### config.mk
export PLATFORM = sky130hd
export DESIGN_NAME = commit_loop
export DESIGN_NICKNAME = d
export VERILOG_FILES = /design/src/rtl/commit_loop.sv
export SDC_FILE = /design/constraint.sdc
export NUM_CORES = 1
export LEC_CHECK = 0
export ABC_AREA = 1
export ABC_CLOCK_PERIOD_IN_PS = 1900
export BUFFER_PORTS_ARGS = -buffer_cell sky130_fd_sc_hd__buf_2
export CAP_MARGIN = 10
export CORE_MARGIN = 8
export CORE_UTILIZATION = 49
export CTS_BUF_LIST = sky130_fd_sc_hd__clkbuf_2
export DETAILED_ROUTE_END_ITERATION = 10
export GPL_TIMING_DRIVEN = 0
export PLACE_DENSITY = 0.78
export SYNTH_ARGS = -nofsm -noshare
export SYNTH_HDL_FRONTEND = slang
export SYNTH_SLANG_ARGS = --single-unit
### constraint.sdc
create_clock -name i_clk -period 1.9 [get_ports i_clk]
set_clock_uncertainty 0.05 [all_clocks]
set_input_delay 0.285 -clock i_clk [delete_from_list [all_inputs] [get_ports i_clk]]
set_output_delay 0.285 -clock i_clk [all_outputs]
set_load 0.005 [all_outputs]
### src/rtl/commit_loop.sv
// Walks every (iteration, leaf) pair, launches one commit_hash run per visible leaf,
// skips the hidden leaf of each iteration and writes returned words to a flat buffer.
module commit_loop #(
  parameter string PARAMETER_SET = "L1",
  parameter int    LAMBDA        = (PARAMETER_SET == "L5") ? 256 : (PARAMETER_SET == "L3") ? 192 : 128,
  parameter int    TAU           = (PARAMETER_SET == "L5") ? 34 : (PARAMETER_SET == "L3") ? 26 : 17,
  parameter int    N_LEAVES      = 256,
  parameter int    COMMIT_SIZE   = LAMBDA,
  parameter int    COMMIT_WORDS  = COMMIT_SIZE / 32,
  parameter int    CM_AW         = $clog2(TAU * N_LEAVES * COMMIT_WORDS),
  parameter int    HID_AW        = (TAU > 1) ? $clog2(TAU) : 1
) (
  input  logic              i_clk,
  input  logic              i_rst,
  input  logic              i_start,
  output logic              o_done,
  output logic              o_busy,
  output logic              o_error,
  output logic              o_hidden_rd,
  output logic [HID_AW-1:0] o_hidden_addr,
  input  logic [15:0]       i_hidden_leaf,
  output logic              o_ch_start,
  input  logic              i_ch_done,
  output logic [15:0]       o_iteration,
  output logic [15:0]       o_leaf_idx,
  output logic              o_last_commit,
  input  logic [31:0]       i_commit,
  input  logic              i_commit_valid,
  output logic [31:0]       o_cm_data,
  output logic [CM_AW-1:0]  o_cm_addr,
  output logic              o_cm_wen
);

  localparam int WW = $clog2(COMMIT_WORDS + 1);

  typedef enum logic [2:0] {
    IDLE, FETCH_HID, LOAD_HID, CHECK, START, COLLECT, NEXT, FIN
  } state_t;

  state_t          state_r;
  state_t          state_next_s;
  logic [15:0]     iter_r;
  logic [15:0]     leaf_r;
  logic [15:0]     hid_r;
  logic [WW-1:0]   word_r;

  logic            in_collect_s;
  logic            word_room_s;
  logic            wr_s;
  logic            drop_s;
  logic [WW-1:0]   word_final_s;
  logic            short_s;
  logic            leaf_last_s;
  logic            iter_last_s;
  logic            last_cond_s;
  logic [CM_AW-1:0] addr_s;

  assign o_iteration   = iter_r;
  assign o_leaf_idx    = leaf_r;
  assign o_hidden_addr = iter_r[HID_AW-1:0];

  // Word acceptance, error conditions, end-of-walk flags and buffer address
  always_comb begin
    in_collect_s = (state_r == COLLECT);
    word_room_s  = (word_r < WW'(COMMIT_WORDS));
    wr_s         = in_collect_s && i_commit_valid && word_room_s;
    drop_s       = in_collect_s && i_commit_valid && !word_room_s;
    if (wr_s) begin
      word_final_s = word_r + WW'(1);
    end else begin
      word_final_s = word_r;
    end
    // a valid in the done cycle still counts toward the word total
    short_s     = in_collect_s && i_ch_done && (word_final_s != WW'(COMMIT_WORDS));
    leaf_last_s = (leaf_r == 16'(N_LEAVES - 1));
    iter_last_s = (iter_r == 16'(TAU - 1));
    last_cond_s = iter_last_s &&
                  (leaf_last_s ||
                   ((leaf_r == 16'(N_LEAVES - 2)) && (hid_r == 16'(N_LEAVES - 1))));
    addr_s = (CM_AW'(iter_r) * CM_AW'(N_LEAVES) + CM_AW'(leaf_r)) * CM_AW'(COMMIT_WORDS)
             + CM_AW'(word_r);
  end

  // Next-state decision for the leaf walk
  always_comb begin
    state_next_s = state_r;
    case (state_r)
      IDLE: begin
        if (i_start) begin
          state_next_s = FETCH_HID;
        end else begin
          state_next_s = IDLE;
        end
      end
      FETCH_HID: state_next_s = LOAD_HID;
      LOAD_HID:  state_next_s = CHECK;
      CHECK: begin
        if (leaf_r == hid_r) begin
          state_next_s = NEXT;
        end else begin
          state_next_s = START;
        end
      end
      START: state_next_s = COLLECT;
      COLLECT: begin
        if (i_ch_done) begin
          state_next_s = NEXT;
        end else begin
          state_next_s = COLLECT;
        end
      end
      NEXT: begin
        if (!leaf_last_s) begin
          state_next_s = CHECK;
        end else if (iter_last_s) begin
          state_next_s = FIN;
        end else begin
          state_next_s = FETCH_HID;
        end
      end
      FIN:     state_next_s = IDLE;
      default: state_next_s = IDLE;
    endcase
  end

  // State, counters and registered outputs; strobes are decoded from the next state
  always_ff @(posedge i_clk) begin
    if (i_rst) begin
      state_r       <= IDLE;
      iter_r        <= 16'd0;
      leaf_r        <= 16'd0;
      hid_r         <= 16'd0;
      word_r        <= '0;
      o_done        <= 1'b0;
      o_busy        <= 1'b0;
      o_error       <= 1'b0;
      o_hidden_rd   <= 1'b0;
      o_ch_start    <= 1'b0;
      o_last_commit <= 1'b0;
      o_cm_wen      <= 1'b0;
      o_cm_data     <= 32'd0;
      o_cm_addr     <= '0;
    end else begin
      state_r       <= state_next_s;
      o_busy        <= (state_next_s != IDLE);
      o_hidden_rd   <= (state_next_s == FETCH_HID);
      o_ch_start    <= (state_next_s == START);
      o_done        <= (state_next_s == FIN);
      o_last_commit <= ((state_next_s == START) || (state_next_s == COLLECT)) && last_cond_s;
      o_cm_wen      <= wr_s;
      if (wr_s) begin
        o_cm_data <= i_commit;
        o_cm_addr <= addr_s;
      end
      case (state_r)
        IDLE: begin
          if (i_start) begin
            iter_r  <= 16'd0;
            leaf_r  <= 16'd0;
            word_r  <= '0;
            o_error <= 1'b0;
          end
        end
        LOAD_HID: begin
          hid_r <= i_hidden_leaf;
          // an out-of-range index never matches a leaf, so nothing is skipped
          if (i_hidden_leaf >= 16'(N_LEAVES)) begin
            o_error <= 1'b1;
          end
        end
        CHECK: begin
          if (leaf_r != hid_r) begin
            word_r <= '0;
          end
        end
        COLLECT: begin
          if (wr_s) begin
            word_r <= word_r + WW'(1);
          end
          if (drop_s || short_s) begin
            o_error <= 1'b1;
          end
        end
        NEXT: begin
          if (leaf_last_s) begin
            leaf_r <= 16'd0;
            if (!iter_last_s) begin
              iter_r <= iter_r + 16'd1;
            end
          end else begin
            leaf_r <= leaf_r + 16'd1;
          end
        end
        default: begin
        end
      endcase
    end
  end

endmodule
# After elaboration in Yosys (flattened, before gate mapping)
# Index checks and enable logic that the tools add are counted.
# word_totals
inputBits	53
elab_cells	86
reg_bits	108
output_inout_bits	91
# op_classes
n_eq_ne	24
reduce_logical	21
addsub	5
mux	20
n_lt_le_gt_ge	2
# op_table
operator	count
$mux W16	4
$pmux W16 S2	2
$eq A16 B8 Y1 const B	3
$add A16 B1 Y16 const B	2
$pmux W3 S8	1
$eq A3 B3 Y1 const B	7
$eq A16 B16 Y1	1
$eq A16 B5 Y1 const B	1
$ge A16 B9 Y1 const B	1
$ne A16 B16 Y1	1
$add A15 B3 Y15	1
$mux W3	5
$add A13 B13 Y13	1
$ne A2 B2 Y1 const B	5
$pmux W3 S3	1
$reduce_bool A3 Y1	3
$logic_and A1 B1 Y1	8
$reduce_and A4 Y1	2
$eq A3 B1 Y1 const B	2
$eq A3 B2 Y1 const B	2
$mux W1	4
$mux W2	2
$add A3 B1 Y3 const B	1
$logic_not A3 Y1	1
other kinds (9)	11

# Depth between registers and ports, before layout
# Gate-level depths: netlist of run 1.
# logic_depth
ltp_word	9
depth_mapped	12
mapped_depth_nobuf	12

# Worst setup path before layout of run 1
# No wires, ideal clock.
# synth_path
path_type	reg2reg
startpoint	register iter_r[0], in the netlist o_iteration[0]
endpoint	register o_cm_addr[14]
setup_ns	0.120
t_required_ns	1.730
setup_slack_ns	0.100
stages_incl_launch_ff	8
path_buffers	0
t_arrival_ns	1.630
period_less_slack_ns	1.800
path_cell_list	dfxtp_1 > ha_1 > fa_1 > xnor2_1 > nor2_1 > nand2_1 > xor2_1 > a21oi_1
# synth_between
elab_chain_len	2
# synth_rtl
item	line	source
from (decl)	42	logic [15:0] iter_r;
from (signal assigned)	188	iter_r <= iter_r + 16'd1;
$add A13 B13 Y13	80	addr_s = (CM_AW'(iter_r) * CM_AW'(N_LEAVES) + CM_AW'(leaf_r)) * CM_AW'(COMMIT_WORDS)
$add A15 B3 Y15	81	+ CM_AW'(word_r);
to (signal assigned)	153	o_cm_addr <= addr_s;
to (decl)	30	output logic [CM_AW-1:0] o_cm_addr,
# No other way between the ends.
# A chain may end at the register's enable or synchronous reset.

# Worst setup path in the final report of run 1
# layout_path
startpoint	register leaf_r[0], in the netlist o_leaf_idx[0]
endpoint	register iter_r[3], in the netlist o_iteration[3]
# layout_between
elab_chain_len	3
# layout_rtl
item	line	source
from (decl)	43	logic [15:0] leaf_r;
from (signal assigned)	191	leaf_r <= leaf_r + 16'd1;
$eq A16 B8 Y1	75	leaf_last_s = (leaf_r == 16'(N_LEAVES - 1));
$ne A2 B2 Y1 (no source line)	-	
$reduce_and A4 Y1 (no source line)	-	
# No other way between the ends.

==> summary.txt, run 1 <==
Outcome
  • Outcome: finished with violations
  • Failing checks: design-rule violations

Placed design
  • Hpwl dp: 11.66 mm
  • DP Cell Count: 1038
  • Placed Area: 6215 µm²
  • Routability cong.: 0.9104
  • # port buffers: 142

GRT
  • Gr ovfl total: 0
  • Vias in the first global route: 5358
  • First-pass GRT wire length: 25.96 mm
  • Overall Global Routing Usage: 21.76%
  • Largest net degree at the start of global routing: 21
  • Met1 usage: 27.25%
  • Met2 Resource Use GR: 36.81%
  • GR Util met3: 4.802%
  • Initial antenna violation count: 0
  • Grt peak-use layer: met2

Setup path
  • Worst R2R Setup Slack: 0.04 ns
  • Ordered list of cells on the worst path: ha_2 > nand2_2 > nor2_4 > nand2_4 > clkinv_2 > nand2_4 > nand2_4 > nand3_2 > buf_6 > buf_8 > nor3_2 > nor2_1
  • Worst Path Arrival: 2.37 ns
  • Top Family by Delay on Critical Path: simple AND/OR/NAND/NOR gates
  • Depth of the most critical reg-to-reg path: 12
  • Slowest stage delay, CP: 0.45 ns
  • Critical path type: register to register
  • Critical Path RT: 2.42 ns
  • CP Capture Type: register
  • Reg-to-Reg Start: o_leaf_idx[0]
  • Crit path buf inv count: 3
  • Startpoint types: register
  • CP dominant cell by count: nand2_4
  • CP max FO: 10
  • FF-to-FF End: o_iteration[3]
  • Slowest stage cell on the critical path: dfxtp_4

Yosys
  • EDFF count, synth: 0
  • Ranking of synthesized cells by area: dfxtp_1, nand2_1, nor2_1
  • Area share of the largest cell type after synthesis: 40.57%
  • Syn avg cell area: 7.049 µm²
  • Synth warnings: 0
  • Post-synth ARST share: 0%
  • Synth cell types: 41
  • Post-Syn Instances: 756
  • Synth Flop Type: dfxtp_1
  • Largest area contributor in the netlist: dfxtp_1
  • Cell Area, Synth: 5329 µm²
  • Syn nets: 821
  • Register area share after synthesis: 40.57%
  • Yosys reg bits: 108

Finish
  • Fin util: 65.36%
  • Fillcell total: 992
  • Final instance area: 7023 µm²
  • Post-route insts no fill: 1114
  • Footprint of the multi-input gates: 2785 µm²
  • N_diodes: 0
  • Area delta synth->final: 31.79%
  • Fraction of layout cells with a size suffix above 1: 25.15%
  • Commonest non-fill, non-tap cell in the layout: nand2_1
  • Final #Nets: 1034
  • Most frequent cells in the layout: nand2_1, buf_2, nor2_1, dfxtp_1, o21ai_0
  • Storage cell area: 2193 µm²

STA
  • Tmin final: 1.856 ns
  • Fin. Hold Viols: 0
  • Setup TNS: 0 ns
  • Worst-Margin Slew: 0.6148 ns
  • Ratio of final minimum period to clock period: 97.67%
  • Setup-failing EPs final: 0
  • RSZ-0062 raised after global routing: true
  • Slew Viols, Final: 0
  • F_max: 538.9 MHz
  • Slew Limit Headroom: 59.01%

Pwr
  • Comb pwr share: 19.5%
  • Leak: 3.108 nW
  • Pwr Density: 625.0 nW/µm²
  • Flop pwr share: 55.8%
  • Sw Ratio: 32.60%
  • Sw Pwr: 0.001431 W
  • Clock share of power: 24.7%
  • Internal Power: 0.002958 W
  • Pwr Total: 0.004390 W
  • Worst vdd ir: 337.3 µV

Clock network
  • CTS Root Cell: clkbuf_2
  • Num CTS Buffers: 9
  • H-tree depth: 3
  • CTS Sinks: 108
  • Clock-pin slew on the worst setup and hold paths: 0.32 ns
  • CTS tree: built
  • Bufs on Longest Clock Path: 2
  • Clk Latency, worst-skew pair: 0.63 ns

Worst hold path
  • Worst Hold Class: primary input to register
  • Hold depth: 5
  • Hold Startpoint: i_commit_valid
  • Worst Hold End: o_error

Floorplanning
  • Die X: 120.3 µm
  • Die area: 14470 µm²
  • I/O pin cnt: 144
  • Die Span Y: 120.3 µm
  • Core ar.: 10750 µm²
  • Site Rows: 38
  • Initial Util: 49.59%

Route
  • Via density: 5.032
  • DRT iter0 DRCs: 357
  • DRC violations left: 1
  • Via count: 5606
  • ANT nets after route: 0
  • Drt total wl: 16.03 mm
  • WL per Instance: 14.39 µm
  • DR pass1 iterations: 10

Run
  • MaxCap Viol Count: 0
[tightest hold or removal path: stages]
cell and delay, ns:
buf_2 0.10, a21oi_1 0.06, nand2_1 0.06, nand3_1 0.06, a21oi_1 0.12
[how the worst max path moves through the flow]
| stage | startpoint | end | slack [ns] | cells past startpoint |
|---|---|---|---|---|
| finish | o_leaf_idx[0] | o_iteration[3] | 0.04 | 12 |
| global route | o_leaf_idx[0] | o_iteration[3] | -0.04 | 12 |
| CTS | o_iteration[0] | o_cm_addr[14] | 0.00004 | 7 |
| detailed placement | o_iteration[0] | o_iteration[14] | -0.16 | 10 |
| global placement | o_iteration[0] | o_iteration[14] | -0.19 | 10 |
| floorplan | o_iteration[0] | o_cm_addr[14] | 0.1 | 7 |
[final cells by class]
cell class,instances,area share [%]
sequential,108,31.23
clock buffer,9,0.6414
timing repair buffer,202,18.33
clock inverter,7,0.9442
tap,140,2.494
buffer,39,3.260
multi-input combinational,545,39.66
inverter,64,3.438
[cell usage after synthesis, drive strengths merged, types with 3 or more instances]
library cell and n:
nand2 157, nor2 133, dfxtp 108, o21ai 70, a21oi 64, inv 62, nand3 30, xor2 22
buf 21, clkbuf 18, nand4 16, xnor2 14, ha 11, nor3 9, or2 4, a211oi 3
[registers in the layout, summed over array words and instances, names as in the netlist]
register / cells
word_r: 3
o_last_commit: 1
o_hidden_rd: 1
state_r: 3
o_cm_wen: 1
o_cm_data: 32
o_busy: 1
hid_r: 16
o_cm_addr: 15
o_iteration: 16
o_error: 1
o_done: 1
o_ch_start: 1
o_leaf_idx: 16
[kinds of logic after synthesis]
| kind of cell | synth area share, % |
|---|---|
| adder cells (fa/ha/maj) | 2.958 |
| buffers and inverters | 8.429 |
| AO/OA/AOI/OAI | 14.02 |
| flip-flops | 40.57 |
| XOR/XNOR | 5.917 |
| AND/OR/NAND/NOR | 28.11 |
[power by group through the flow]
stage	Clock [W]	Sequential (W)	Combinational (W)
after CTS	0.00109	0.00246	0.000797
after detailed placement	0	0.00249	0.000711
final	0.00108	0.00245	0.000858
after global routing	0.00118	0.00246	0.000963
after global placement	0	0.00249	0.000706
after floorplan	0	0.00247	0.000480
[stage by stage]
step | setup slack [ns] | hold slack (ns)
6_report | 0.04423 | 0.01623
5_1_grt | -0.03503 | 0.03082
4_1_cts | 0.00004108 | 0.02544
3_5_place_dp | -0.1604 | 0.4075
3_3_place_gp | -0.1888 | 0.4003
2_1_floorplan | 0.09959 | 0.3796
[layer usage]
| layer | wire length, µm | up-vias |
|---|---|---|
| li1 | - | 2873 |
| met1 | 7001 | 2509 |
| met2 | 7508 | 202 |
| met3 | 1279 | 22 |
| met4 | 245 | 0 |
| met5 | 0 | - |
[timing repair]
item,in CTS,in global routing
endpoints found under the setup margin,31,78
hold endpoints to repair,51,0
gates resized for setup,13,42
buffers inserted,0,10
pin swaps,0,5
hold buffers,50,0
Power figures use the tool's default switching activity.
==> run 2, diff against run 1 <==
- CORE_UTILIZATION: 49 -> 30
- PLACE_DENSITY: 0.78 -> not set
==> summary.txt, run 2 (same netlist as run 1, synthesis figures left out) <==
Outcome
  • Outcome: finished clean

GRT
  • Overall Global Routing Usage: 15.59%
  • Gr ovfl total: 0
  • Initial antenna violation count: 0
  • Vias in the first global route: 5445
  • First-pass GRT wire length: 27.93 mm
  • Largest net degree at the start of global routing: 20

Placed design
  • DP Cell Count: 1123
  • Routability cong.: 0.8845
  • # port buffers: 142
  • Hpwl dp: 13.22 mm

Route
  • Via count: 5611
  • WL per Instance: 14.48 µm
  • DR pass1 iterations: 5
  • DRC violations left: 0
  • Drt total wl: 17.58 mm
  • DRT iter0 DRCs: 272
  • ANT nets after route: 0
  • Via density: 4.622

Clock network
  • CTS Root Cell: clkbuf_2
  • Bufs on Longest Clock Path: 2
  • Clk Latency, worst-skew pair: 0.64 ns
  • CTS Sinks: 108
  • Num CTS Buffers: 9
  • Clock-pin slew on the worst setup and hold paths: 0.32 ns
  • H-tree depth: 3
  • CTS tree: built

Pwr
  • Worst vdd ir: 317.2 µV
  • Pwr Total: 0.004458 W
  • Pwr Density: 607.3 nW/µm²
  • Leak: 3.231 nW

STA
  • Tmin final: 1.855 ns
  • Setup TNS: 0 ns
  • Ratio of final minimum period to clock period: 97.64%
  • Slew Limit Headroom: 52.75%
  • Fin. Hold Viols: 0
  • Setup-failing EPs final: 0
  • Worst-Margin Slew: 0.7088 ns
  • Slew Viols, Final: 0
  • Fin Hold WS: 0.1751 ns
  • RSZ-0062 raised after global routing: true
  • F_max: 539.0 MHz

Setup path
  • CP dominant cell by count: nand2_4
  • Top Family by Delay on Critical Path: simple AND/OR/NAND/NOR gates
  • Critical path type: register to register
  • Slowest stage cell on the critical path: dfxtp_4
  • Slowest stage delay, CP: 0.44 ns
  • Startpoint types: register
  • Worst Path Arrival: 2.35 ns
  • CP Capture Type: register
  • CP max FO: 9
  • Critical Path RT: 2.40 ns
  • Crit path buf inv count: 3
  • Ordered list of cells on the worst path: ha_2 > nand2_2 > nor2_4 > nand2_4 > clkinv_2 > nand2_4 > nand2_4 > nand3_2 > buf_6 > clkbuf_16 > a21oi_2 > nor2_1

Finish
  • Area delta synth->final: 37.78%
  • Most frequent cells in the layout: buf_2, nand2_1, nor2_1, dfxtp_1, o21ai_0
  • Fin util: 42.30%
  • N_diodes: 0
  • Fillcell total: 1825
  • Final #Nets: 1049
  • Fraction of layout cells with a size suffix above 1: 27.40%
  • Max reg flops: 32
  • Commonest non-fill, non-tap cell in the layout: buf_2
  • Post-route insts no fill: 1214
  • Most flops, register: o_cm_data

Floorplanning
  • Initial Util: 30.70%
  • Die area: 22280 µm²
  • Core ar.: 17360 µm²
  • Die X: 149.3 µm
  • Site Rows: 48
  • I/O pin cnt: 144
  • Die Span Y: 149.3 µm

Worst hold path
  • Worst Hold Class: primary input to register

Run
  • MaxCap Viol Count: 0
-- run 2: cell types whose count changed in the layout (fill, tap and decap cells not counted), sizes merged --
cell	change
buf	+17
clkbuf	-2
clkinv	+1
clkinvlp	-1
dlygate4sd3	+1
inv	-1
-- run 2: routing by layer --
layer / wire (µm) / track usage (%) / vias to the layer above
met4: 223 / 3.231 / 0
met5: 0 / 0 / -
met1: 7890 / 19.43 / 2546
met2: 8024 / 25.61 / 154
met3: 1440 / 5.279 / 17
li1: - / - / 2894
-- run 2: final cells by class --
class | count | area (µm²) | share of cell area (%)
Clock buffer | 10 | 50.05 | 0.6817
Sequential cell | 108 | 2198 | 29.94
Clock inverter | 6 | 56.30 | 0.7669
Tap cell | 225 | 281.5 | 3.834
Inverter | 64 | 244.0 | 3.323
Buffer | 38 | 227.7 | 3.102
Multi-Input combinational cell | 545 | 2841 | 38.70
Timing Repair Buffer | 218 | 1443 | 19.65
-- run 2: report_power, final --
group / switching [W] / total [W] / internal [W]
clock network: 0.000827 / 0.00104 / 0.000209
logic: 0.000517 / 0.000972 / 0.000455
registers: 0.0000823 / 0.00245 / 0.00237
-- run 2: repair_timing --
item | 4_1_cts | 5_1_grt
pin swaps | 2 | 19
setup buffers | 8 | 16
hold endpoints to repair | 53 | 0
hold buffers | 51 | 0
cloned | 0 | 1
endpoints found under the setup margin | 58 | 56
gates resized for setup | 17 | 56
-- run 2: through the flow --
| stage | worst slack, ns | instance area, µm² |
|---|---|---|
| floorplan | 0.09959 | 5329 |
| global placement | -0.2058 | 6321 |
| detailed placement | -0.2134 | 6321 |
| CTS | 0.004836 | 7032 |
| global route | -0.05689 | 7342 |
| finish | 0.04484 | 7342 |
-- run 2: worst reg2reg max path: stages, from the launching register on --
cell	delay (ns)
dfxtp_4	0.44
ha_2	0.18
nand2_2	0.07
nor2_4	0.13
nand2_4	0.08
clkinv_2	0.07
nand2_4	0.06
nand2_4	0.10
nand3_2	0.11
buf_6	0.16
clkbuf_16	0.16
a21oi_2	0.11
nor2_1	0.05
-- run 2: final timing paths --
path / start / end / slack [ns] / cells past startpoint
worst min-delay path: i_start / state_r[0] / 0.18 / 5
worst min register to register: o_cm_addr[0] / o_cm_addr[0] / 0.45 / 2
worst max register to register: o_leaf_idx[0] / o_iteration[0] / 0.04 / 12
worst max-delay path: o_leaf_idx[0] / o_iteration[0] / 0.04 / 12
==> run 3, diff against run 2 <==
- CELL_PAD_IN_SITES_DETAIL_PLACEMENT: not set -> 0
- CELL_PAD_IN_SITES_GLOBAL_PLACEMENT: not set -> 1
- CORE_UTILIZATION: 30 -> 35
- PLACE_DENSITY_LB_ADDON: not set -> 0.1
- TNS_END_PERCENT: not set -> 5
==> summary.txt, run 3 (same netlist as run 1, synthesis figures left out) <==
Route
  • DRC violations left: 0
  • DR pass1 iterations: 4
  • DRT iter0 DRCs: 211
  • Via density: 4.789
  • Via count: 5637
  • WL per Instance: 15.26 µm
  • ANT nets after route: 0
  • Drt total wl: 17.97 mm

STA
  • Ratio of final minimum period to clock period: 95.68%
  • RSZ-0062 raised after global routing: true
  • Slew Viols, Final: 0
  • Setup-failing EPs final: 0
  • PnR worst setup slack: 0.08210 ns
  • Fin Hold WS: 0.2210 ns
  • Fin. Hold Viols: 0
  • Worst-Margin Slew: 0.6983 ns
  • Slew Limit Headroom: 53.45%
  • Tmin final: 1.818 ns
  • Setup TNS: 0 ns
  • F_max: 550.1 MHz

GRT
  • Initial antenna violation count: 1
  • Overall Global Routing Usage: 18.28%
  • Gr ovfl total: 0
  • Vias in the first global route: 5554
  • Largest net degree at the start of global routing: 19
  • First-pass GRT wire length: 28.79 mm

Finish
  • Fillcell total: 1552
  • Commonest non-fill, non-tap cell in the layout: buf_2
  • Area delta synth->final: 35.81%
  • Most frequent cells in the layout: buf_2, nand2_1, nor2_1, dfxtp_1, o21ai_0
  • Most flops, register: o_cm_data
  • Final #Nets: 1048
  • Fraction of layout cells with a size suffix above 1: 26.82%
  • Max reg flops: 32

Worst hold path
  • Worst Hold Class: primary input to register

Clock network
  • Bufs on Longest Clock Path: 2
  • Num CTS Buffers: 9
  • Clk Latency, worst-skew pair: 0.63 ns
  • H-tree depth: 3
  • Clock-pin slew on the worst setup and hold paths: 0.31 ns
  • CTS Root Cell: clkbuf_2
  • CTS tree: built
  • CTS Sinks: 108

Setup path
  • FF-to-FF End: o_cm_addr[14]
  • Worst R2R Setup Slack: 0.08 ns
  • Startpoint types: register
  • Reg-to-Reg Start: o_iteration[1]
  • Critical path type: register to register
  • Slowest stage cell on the critical path: fa_1
  • Critical Path RT: 2.43 ns
  • Critical Path Start: o_iteration[1]
  • Setup crit end: o_cm_addr[14]
  • Ordered list of cells on the worst path: buf_4 > fa_1 > nand4_1 > nor2_1 > nand2_1 > xor2_1 > a21oi_1
  • Worst Path Arrival: 2.34 ns
  • CP max FO: 4
  • CP Capture Type: register
  • Depth of the most critical reg-to-reg path: 7
  • Slowest stage delay, CP: 0.59 ns

Pwr
  • Pwr Density: 623.3 nW/µm²
  • Worst vdd ir: 353.9 µV
  • Leak: 3.191 nW

Floorplanning
  • Die Span Y: 139.4 µm
  • Site Rows: 45
  • Die area: 19430 µm²
  • Core ar.: 15030 µm²
  • Die X: 139.4 µm
  • I/O pin cnt: 144
  • Initial Util: 35.45%

Placed design
  • Pre-CTS WS: -0.2785 ns
  • Hpwl dp: 13.45 mm
  • Routability cong.: 0.8448
  • # port buffers: 142

Run
  • MaxCap Viol Count: 0

Outcome
  • Outcome: finished clean
==> run 3: changes by cell type in the layout (fill, tap and decap cells not counted), moves of 3 or more <==
cell,change
clkbuf_2,-4
nor2_2,+3
nor2_4,-3
buf_4,+4
==> run 3: layout make-up <==
| cell class | count | area [µm²] | area share [%] |
|---|---|---|---|
| sequential | 108 | 2200 | 30.39 |
| inverter | 64 | 244.0 | 3.371 |
| clock inverter | 7 | 72.57 | 1.003 |
| clock buffer | 9 | 45.04 | 0.6224 |
| antenna | 1 | 2.502 | 0.03458 |
| multi-input combinational | 545 | 2826 | 39.06 |
| timing repair buffer | 217 | 1401 | 19.36 |
| buffer | 38 | 210.2 | 2.905 |
| tap | 188 | 235.2 | 3.250 |
==> run 3: worst min-delay path by stage <==
stage                          start      endpoint  slack (ns)  depth (start not counted)
floorplan           i_hidden_leaf[0]      hid_r[0]        0.38                          2
global placement             o_error       o_error        0.40                          2
detailed placement      o_cm_addr[0]  o_cm_addr[0]        0.41                          2
CTS                          i_start       o_error        0.07                          4
global route                 i_start       o_error        0.24                          5
finish                       i_start       o_error        0.22                          5
==> run 3: metrics by stage <==
| step | total power [W] | instance area (µm²) | instances | util (%) |
|---|---|---|---|---|
| floorplan | 0.002954 | 5329 | 756 | - |
| global placement | 0.003232 | 6275 | 1086 | 41.74 |
| detailed placement | 0.003239 | 6275 | 1086 | 41.74 |
| finish | 0.004511 | 7237 | 1177 | 48.14 |
| CTS | 0.004501 | 7012 | 1161 | 46.64 |
| global route | 0.004773 | 7237 | 1177 | 48.14 |
==> run 3: worst max-delay path: cells and delay by family (launching register included) <==
| family | cells | cell delay [ns] |
|---|---|---|
| DFF | 1 | 0.42 |
| buffers and inverters | 1 | 0.14 |
| adders and majority gates | 1 | 0.59 |
| AOI/OAI and AO/OA | 1 | 0.11 |
| and+or+nand+nor | 3 | 0.31 |
| xor gates and xnor gates | 1 | 0.14 |
==> run 3: power breakdown <==
part / total (W) / switching, W / leakage [nW] / internal, W
Sequential: 0.00244 / 0.0000774 / 0.883 / 0.00237
Clock: 0.00114 / 0.000827 / 0.0707 / 0.000313
Combinational: 0.000927 / 0.000512 / 2.24 / 0.000415
Total: 0.00451 / 0.00142 / 3.19 / 0.00309
==> run 3: layer usage <==
| layer | vias to the layer above | global-route usage (%) | share of wire, % | wire length (µm) |
|---|---|---|---|---|
| met3 | 16 | 3.933 | 5.3 | 947 |
| met4 | 0 | 5.661 | 1.3 | 242 |
| met2 | 128 | 30.97 | 47 | 8396 |
| met1 | 2603 | 22.70 | 47 | 8378 |
| li1 | 2890 | - | - | - |
| met5 | - | 0 | 0 | 0 |
==> run 3: repair_timing <==
item,CTS,global route
gates resized for setup,25,36
pin swaps,1,11
hold endpoints to repair,55,0
buffers inserted,8,16
setup endpoints to repair,62,80
hold buffers,51,0
